==> config.mk <==
export PLATFORM = sky130hd
export DESIGN_NAME = mem_stage
export DESIGN_NICKNAME = d
export VERILOG_FILES = /design/src/rtl/mem_stage.sv
export SDC_FILE = /design/constraint.sdc
export NUM_CORES = 1
export LEC_CHECK = 0
export CAP_MARGIN = 40
export CORE_ASPECT_RATIO = 1.5
export CORE_MARGIN = 1
export CORE_UTILIZATION = 27
export CTS_BUF_LIST = sky130_fd_sc_hd__clkbuf_8
export DETAILED_ROUTE_END_ITERATION = 16
export GPL_TIMING_DRIVEN = 0
export PLACE_DENSITY = 0.59
export SLEW_MARGIN = 30
export SYNTH_ARGS = -nofsm -noshare
export SYNTH_HDL_FRONTEND = slang
export SYNTH_SLANG_ARGS = --single-unit
==> constraint.sdc <==
create_clock -name clk -period 2.34 [get_ports clk]
set_input_delay 0.234 -clock clk [delete_from_list [all_inputs] [get_ports clk]]
set_output_delay 0.234 -clock clk [all_outputs]
set_load 0.01 [all_outputs]
==> src/rtl/mem_stage.sv <==
// mem_stage: memory-access stage behind execute. Captures execute results,
// runs one 64-bit LD/SD on the data-memory port at a time, and emits one
// registered writeback record per accepted instruction.
//
// Handshakes: a channel transfers on a rising clock edge where both valid
// and ready are high. A producer holds valid and its payload stable until
// that edge. ex_ready depends only on FSM state, and the response channel
// has no ready (a response is consumed the cycle it is presented).
module mem_stage #(
    parameter int XLEN       = 64,
    parameter int REG_ADDR_W = 5
) (
    input  logic                  clk,
    input  logic                  rst_n,
    // execute-stage input channel
    input  logic                  ex_valid,
    output logic                  ex_ready,
    input  logic [XLEN-1:0]       ex_alu_result,
    input  logic [XLEN-1:0]       ex_store_data,
    input  logic                  ex_mem_we,
    input  logic                  ex_mem_to_reg,
    input  logic                  ex_rd_we,
    input  logic [REG_ADDR_W-1:0] ex_rd_addr,
    // data-memory request channel
    output logic                  dmem_req_valid,
    input  logic                  dmem_req_ready,
    output logic                  dmem_req_we,
    output logic [XLEN-1:0]       dmem_req_addr,
    output logic [XLEN-1:0]       dmem_req_wdata,
    // data-memory response channel
    input  logic                  dmem_rsp_valid,
    input  logic [XLEN-1:0]       dmem_rsp_rdata,
    // writeback record
    output logic                  wb_valid,
    output logic                  wb_rd_we,
    output logic [REG_ADDR_W-1:0] wb_rd_addr,
    output logic [XLEN-1:0]       wb_data,
    output logic                  misalign_err,
    // debug view of the FSM state (IDLE=0, REQ=1, WAIT_RSP=2)
    output logic [1:0]            dbg_state
);

    typedef enum logic [1:0] {
        IDLE     = 2'd0,
        REQ      = 2'd1,
        WAIT_RSP = 2'd2
    } state_t;

    state_t                  state_q;

    // captured memory-op fields, held stable while the request is pending
    logic [XLEN-1:0]         addr_q;
    logic [XLEN-1:0]         wdata_q;
    logic                    store_q;
    logic                    rd_we_q;
    logic [REG_ADDR_W-1:0]   rd_addr_q;

    // registered writeback outputs
    logic                    wb_valid_q;
    logic                    wb_rd_we_q;
    logic [REG_ADDR_W-1:0]   wb_rd_addr_q;
    logic [XLEN-1:0]         wb_data_q;
    logic                    misalign_q;

    logic                    ex_fire;
    logic                    ex_is_mem;
    logic                    ex_misaligned;
    logic                    ex_rd_nz;

    assign ex_fire       = ex_valid && (state_q == IDLE);
    assign ex_is_mem     = ex_mem_we || ex_mem_to_reg;
    assign ex_misaligned = (ex_alu_result[2:0] != 3'b000);
    assign ex_rd_nz      = (ex_rd_addr != '0);

    // FSM plus all captured and writeback registers; a store flag wins over a
    // load flag, so a store never writes the register file.
    always_ff @(posedge clk) begin
        if (!rst_n) begin
            state_q      <= IDLE;
            addr_q       <= '0;
            wdata_q      <= '0;
            store_q      <= 1'b0;
            rd_we_q      <= 1'b0;
            rd_addr_q    <= '0;
            wb_valid_q   <= 1'b0;
            wb_rd_we_q   <= 1'b0;
            wb_rd_addr_q <= '0;
            wb_data_q    <= '0;
            misalign_q   <= 1'b0;
        end else begin
            wb_valid_q <= 1'b0;
            wb_rd_we_q <= 1'b0;
            misalign_q <= 1'b0;
            case (state_q)
                IDLE: begin
                    if (ex_fire) begin
                        if (!ex_is_mem) begin
                            wb_valid_q   <= 1'b1;
                            wb_rd_we_q   <= ex_rd_we && ex_rd_nz;
                            wb_rd_addr_q <= ex_rd_addr;
                            wb_data_q    <= ex_alu_result;
                        end else if (ex_misaligned) begin
                            wb_valid_q   <= 1'b1;
                            wb_rd_addr_q <= ex_rd_addr;
                            misalign_q   <= 1'b1;
                        end else begin
                            addr_q    <= ex_alu_result;
                            wdata_q   <= ex_mem_we ? ex_store_data : '0;
                            store_q   <= ex_mem_we;
                            rd_we_q   <= ex_rd_we && ex_rd_nz && !ex_mem_we;
                            rd_addr_q <= ex_rd_addr;
                            state_q   <= REQ;
                        end
                    end
                end
                REQ: begin
                    if (dmem_req_ready) begin
                        if (store_q) begin
                            wb_valid_q   <= 1'b1;
                            wb_rd_addr_q <= rd_addr_q;
                            state_q      <= IDLE;
                        end else begin
                            state_q <= WAIT_RSP;
                        end
                    end
                end
                WAIT_RSP: begin
                    if (dmem_rsp_valid) begin
                        wb_valid_q   <= 1'b1;
                        wb_rd_we_q   <= rd_we_q;
                        wb_rd_addr_q <= rd_addr_q;
                        wb_data_q    <= dmem_rsp_rdata;
                        state_q      <= IDLE;
                    end
                end
                default: state_q <= IDLE;
            endcase
        end
    end

    assign ex_ready       = (state_q == IDLE);
    assign dmem_req_valid = (state_q == REQ);
    assign dmem_req_we    = store_q;
    assign dmem_req_addr  = addr_q;
    assign dmem_req_wdata = wdata_q;

    assign wb_valid     = wb_valid_q;
    assign wb_rd_we     = wb_rd_we_q;
    assign wb_rd_addr   = wb_rd_addr_q;
    assign wb_data      = wb_data_q;
    assign misalign_err = misalign_q;
    assign dbg_state    = state_q;

endmodule

* Yosys cells after proc, flatten, opt, wreduce, memory -nomap -nowiden
Index checks and enable logic that the tools add are counted.
Word-level totals: register bits 209, bits in latches 0, bits in writable memories 0, memory bits (read-only) 0, output and inout port bits 205, word-level logic and storage cells 67, memories kept 0
Cells by class: add/sub/neg operators 0, $mul 0, divide/modulo/power cells 0, order comparisons 0, equality and inequality tests 10, shift operators 0, mux-type cells 30, bitwise logic cells 1, reductions and logical operators 15
Operators with widths (count):
- $mux 64 | 4
- $pmux 64 s2 | 1
- $mux 5 | 6
- $pmux 5 s3 | 1
- $mux 2 | 6
- $reduce_and 4->1 | 3
- $mux 1 | 9
- $ne 2x1->1 const B | 4
- $ne 2x2->1 const B | 3
- $pmux 2 s3 | 1
- $reduce_and 6->1 | 1
- $reduce_bool 3->1 | 2
- $reduce_and 5->1 | 1
- $reduce_bool 5->1 | 1
- $logic_and 1x1->1 | 3
- $ne 3x2->1 const B | 1
- $pmux 1 s3 | 1
- $eq 2x1->1 const B | 1
- $eq 2x2->1 const B | 1
- $logic_not 2->1 | 1
- $pmux 1 s2 | 1
- $reduce_bool 2->1 | 1
- $logic_not 1->1 | 1
- $logic_or 1x1->1 | 1
- $not 1->1 | 1

* Longest topological paths before layout
depth after elaboration 5, mapped depth 9, mapped depth without buffers 6

* Worst setup path after synthesis
Ideal clock, no wire load.
path type reg-to-reg, start register state_q[0], in the netlist dbg_state[0], end register wb_rd_addr_q[0], in the netlist wb_rd_addr[0], library setup time 0.120 ns, arrival time 2.005 ns, slack 0.214 ns, stages on the path, launching flop included 8, path buffers 2, cells stage by stage dfxtp_1 inv_1 ha_1 buf_2 a221o_1 or4_1 buf_2 mux2i_1
Between the ends: cells in the longest elaborated chain, start to end 4, elaborated cells between the ends (all ways) 12, those cells by class 7 x eq/ne; 1 x mux; 4 x reduce/logical
Ends and longest elaborated chain:
- start: declaration | RTL line 49 | state_t state_q;
- start signal: assignment | RTL line 79 | state_q <= IDLE;
- start signal: assignment | RTL line 112 | state_q <= REQ;
- start signal: assignment | RTL line 121 | state_q <= IDLE;
- $logic_not 2->1 *
- via ex_ready | RTL line 17 | output logic ex_ready,
- $logic_and 1x1->1 | RTL line 70 | assign ex_fire = ex_valid && (state_q == IDLE);
- $ne 2x1->1 (no source line)
- $reduce_and 6->1 (no source line)
- end signal: assignment | RTL line 100 | wb_rd_addr_q <= ex_rd_addr;
- end signal: assignment | RTL line 104 | wb_rd_addr_q <= ex_rd_addr;
- end signal: assignment | RTL line 120 | wb_rd_addr_q <= rd_addr_q;
- end: declaration | RTL line 61 | logic [REG_ADDR_W-1:0] wb_rd_addr_q;
Mark *: on every way through the listed nets, which the timed path passes. The rest lies on a longest branch. A chain may end at the register's enable or synchronous reset.

* Worst setup path after layout
start register state_q[0], in the netlist dbg_state[0], end register wb_rd_addr_q[2], in the netlist wb_rd_addr[2]
Between the ends: cells in the longest elaborated chain, start to end 4, elaborated cells between the ends (all ways) 12, those cells by class 7 x eq/ne; 1 x mux; 4 x reduce/logical
Ends and longest elaborated chain (RTL line):
- $logic_not 2->1 | 70, 94
- $logic_and 1x1->1 | 70
- $ne 2x1->1 (no source line)
- $reduce_and 6->1 (no source line)
Parallel ways exist; a longest one is shown, timed or not.

==> results.md <==
- Num Clock Sinks: ~210
- Max Freq: approximately 0.46 GHz
- Tot Pwr: 8.74 mW
- Final min period: 2.20 ns
- Simple-gate share of the synthesized area: around 18%
- Top fanout value on the critical path: 5
- Slowest stage cell, crit path: or4_1
- Antenna-violating nets left: 0
- Pre-Repair DR Iteration Count: 4
- CTS tree: done
- # H-tree levels: 2
- Synth warn: 0
- I/O pins: 410
- Inst Count DP: approximately 1.8k
- Gr usage total: a little over a fifth
- Antenna violations before repair: 5
- Startpoint Class: register
- DRC: 0
- Status: completed
- Reg2Reg Setup Slack: 0.14 ns
- CTS Hold Buffers Added: 0
- Hold Crit Start: rst_n
- Cells along the critical path: inv_1, ha_1, clkbuf_2, nor2b_4, a221o_1, or4_1, buf_2, mux2i_1
- Clock root cell: clkbuf_8
- Yosys top cell by area: dfxtp_1
- First-pass GRT wire length: roughly 51 mm
- Die ar.: between 30000 and 40000 µm²
- Sequential area share after synthesis: 49.9%
- Routed length per instance: about 19 µm
- Final WS setup: between 0.1 and 0.15 ns
- Post-synth net total: between 1k and 1.5k
- Proportion of synthesized area in mux cells: 9.02%
- Nets: roughly 1.6k
- CTS clk-pin slew, worst paths: 0.06 ns
- Starting DRT DRC Count: about 210
- Xor/xnor share of the synthesized area: 0%
- Reg-to-reg endpoint: wb_rd_addr[2]$_SDFFE_PN0P_
- Num rows: 78
- Clk_lat worst skew: 0.53 ns
- Clk_skew: roughly 0.016 ns
- Type of the worst min-delay path: input port to register
- P per Cell Area: ~630 nW/µm²
- Synth Area in Adders: less than 1%
- Mean Syn Cell Area: about 9 µm²
- Max-Cap Viols: 0
- DPL Wire Length: around 26 mm
- Worst r2r path cells: 8
- Worst Setup End Kind: register
- Worst EP required: around 2.8 ns
- Number of global-route vias before repair: between 8k and 9k
- Worst hold stages: 3
- Die extent in x: 146 µm
- Worst vdd ir: ~0.43 mV
- Syn Inst Count: ~940
- Drt via density: ~4.6
- Num CTS Buffers: 36
- Post-synth top area share: between 40% and 50%
- Routed wire length: ~34 mm
- WP buf/inv: 3
- Delay-heaviest family, CP: simple AND/OR/NAND/NOR gates
- Worst Tran Pin Value: about 0.82 ns
- Start of the worst register-to-register path: dbg_state[0]$_SDFFE_PN0P_
- RSZ-0062 raised after global routing: no
- Compound-Gate Fraction of Synth Area: between 10% and 20%
- Final count of hold timing violations: 0
- Dpl ws: -0.546 ns
- WS Path Type: register to register
- Hold Path End: wb_rd_addr[2]$_SDFFE_PN0P_
- Worst stage delay on the critical path: approximately 0.50 ns
- #FFs+latches synth: between 200 and 250
- Buffers on Ports: roughly 410
- Top post-synthesis cells by area: dfxtp_1 50%, nand2_1 9.5%, a211oi_2 8.4%, mux2i_1 8.4%, a21oi_1 7.9%
- Share of cells above drive strength 1: 12.0%
- Final period utilization: roughly 94%
- Die span in y: roughly 220 µm
- Pin count of the biggest net entering global routing: 11
- Finished Layout Cells: between 1.5k and 2k
- P_leak: ~4.7 nW
- Fin. max-slew vios: 0
- Critical path depth: 8
- Mapped Area: roughly 8400 µm²
- WP data arrival: 2.62 ns
- Core Region: ~30000 µm²
- Via count: about 8.4k
- Routability congestion estimate: approximately 0.8
- Overflow after GRT: 0
- Largest family of logic cells by synthesized area: compound AO/OA/AOI/OAI gates
- Rel. slew slack: between 40% and 50%
- Clock Path Buffers: 3
- Starting Density: 27.5%
- Count of cell types in the netlist: 35
- Area growth from synthesis to layout: 65.0%
- # setup viols final: 0
==> routing by layer <==
| layer | part of all wire, % | global-route usage (%) | wire length, µm | up-vias |
|---|---|---|---|---|
| met5 | 0.12 | 0 | 42 | - |
| met4 | 3.1 | 8.32 | 1040 | 6 |
| met3 | 7.1 | 5.88 | 2420 | 66 |
| met2 | 52 | 39.1 | 17800 | 317 |
| met1 | 37 | 21.9 | 12800 | 3902 |
| li1 | - | - | - | 4130 |
==> cells in the mapped netlist <==
cell / instances
a211oi_1: 9
a211oi_2: 56
a21oi_1: 132
a221o_1: 1
a31oi_1: 1
a32o_1: 1
and3_1: 4
and4_1: 1
buf_1: 5
buf_2: 31
buf_4: 5
buf_6: 2
clkbuf_1: 40
clkbuf_2: 1
dfxtp_1: 209
ha_1: 5
inv_1: 4
inv_2: 1
mux2_2: 5
mux2i_1: 70
nand2_1: 212
nand3_1: 66
nand4_1: 1
nor2_1: 65
nor2b_1: 1
nor2b_4: 1
nor3_1: 3
nor4b_1: 1
o211a_1: 1
o21ai_0: 2
o31a_1: 1
o41ai_1: 1
or2_1: 1
or3b_1: 1
or4_1: 2
==> layout make-up <==
class / instances / area, µm²
Antenna cell: 2 / 5.00
Buffer: 83 / 407
Clock buffer: 49 / 674
Clock inverter: 10 / 119
Fill cell: 3034 / 16600
Inverter: 5 / 18.8
Multi-Input combinational cell: 644 / 3800
Sequential cell: 209 / 4190
Tap cell: 400 / 500
Timing Repair Buffer: 413 / 4140
==> state kept, by name, indices dropped and copies added, names as in the netlist <==
| register | cells |
|---|---|
| dbg_state | 2 |
| rd_addr_q | 5 |
| dmem_req_we | 1 |
| rd_we_q | 1 |
| wb_rd_addr | 5 |
| wb_valid | 1 |
| dmem_req_addr | 64 |
| wb_rd_we | 1 |
| dmem_req_wdata | 64 |
| wb_data | 64 |
| misalign_err | 1 |
==> power by group <==
part | switching (mW) | internal [mW] | total (mW)
registers | 0.0654 | 3.69 | 3.75
logic | 0.591 | 0.699 | 1.29
clock network | 1.52 | 2.18 | 3.70
total | 2.17 | 6.57 | 8.74
==> per-stage QoR <==
stage	TNS [ns]	cell area (µm²)	utilization [%]	hold slack (ns)
2_1_floorplan	0	8390	-	0.370
3_3_place_gp	-47.58	13000	42.6	0.437
3_5_place_dp	-49.06	13000	42.8	0.443
4_1_cts	0	13800	45.4	0.113
5_1_grt	0	13800	45.5	0.137
6_report	0	13800	45.5	0.142
==> placed cells by master (no fill, tap or decap), types with 3 or more instances in the layout <==
cell and n:
a211oi_1 9, a211oi_2 56, a21oi_1 132, and3_1 4, buf_2 30, buf_4 6
buf_6 7, bufinv_16 3, clkbuf_1 36, clkbuf_2 4, clkbuf_4 3, clkbuf_8 49
clkdlybuf4s50_1 408, dfxtp_1 207, ha_1 5, inv_1 9, mux2_2 5, mux2i_1 70
nand2_1 212, nand3_1 66, nor2_1 65, nor3_1 3
==> kinds of logic after synthesis <==
logic type,after synthesis
buffers and inverters,89
AOI/OAI and AO/OA,205
DFF,209
and+or+nand+nor,359
adders and majority gates,5
muxes,75
==> worst register-to-register path, cell delays in order, from the launching register on <==
cell and delay [ns]:
dfxtp_2 0.38, inv_1 0.09, ha_1 0.19, clkbuf_2 0.14, nor2b_4 0.14, a221o_1 0.31, or4_1 0.50, buf_2 0.20
mux2i_1 0.13
==> worst max-delay path by stage <==
| stage | startpoint | endpoint | slack, ns |
|---|---|---|---|
| final | dbg_state[0]$_SDFFE_PN0P_ | wb_rd_addr[2]$_SDFFE_PN0P_ | 0.14 |
| after global routing | dbg_state[0]$_SDFFE_PN0P_ | wb_rd_addr[4]$_SDFFE_PN0P_ | 0.01 |
| after CTS | dbg_state[0]$_SDFFE_PN0P_ | dmem_req_wdata[52]$_SDFFE_PN0P_ | 0.02 |
| after detailed placement | ex_alu_result[0] | dmem_req_wdata[52]$_SDFFE_PN0P_ | -0.55 |
| after global placement | ex_alu_result[0] | dmem_req_wdata[56]$_SDFFE_PN0P_ | -0.52 |
| after floorplan | dbg_state[0]$_SDFFE_PN0P_ | wb_rd_addr[0]$_SDFFE_PN0P_ | 0.21 |
==> what timing repair did <==
item | CTS | global route
gates resized for setup | 4 | 13
setup buffers | 0 | 0
gates cloned | 0 | 0
setup endpoints to repair | 35 | 115
Note: power is estimated with default switching activity, not from simulation.
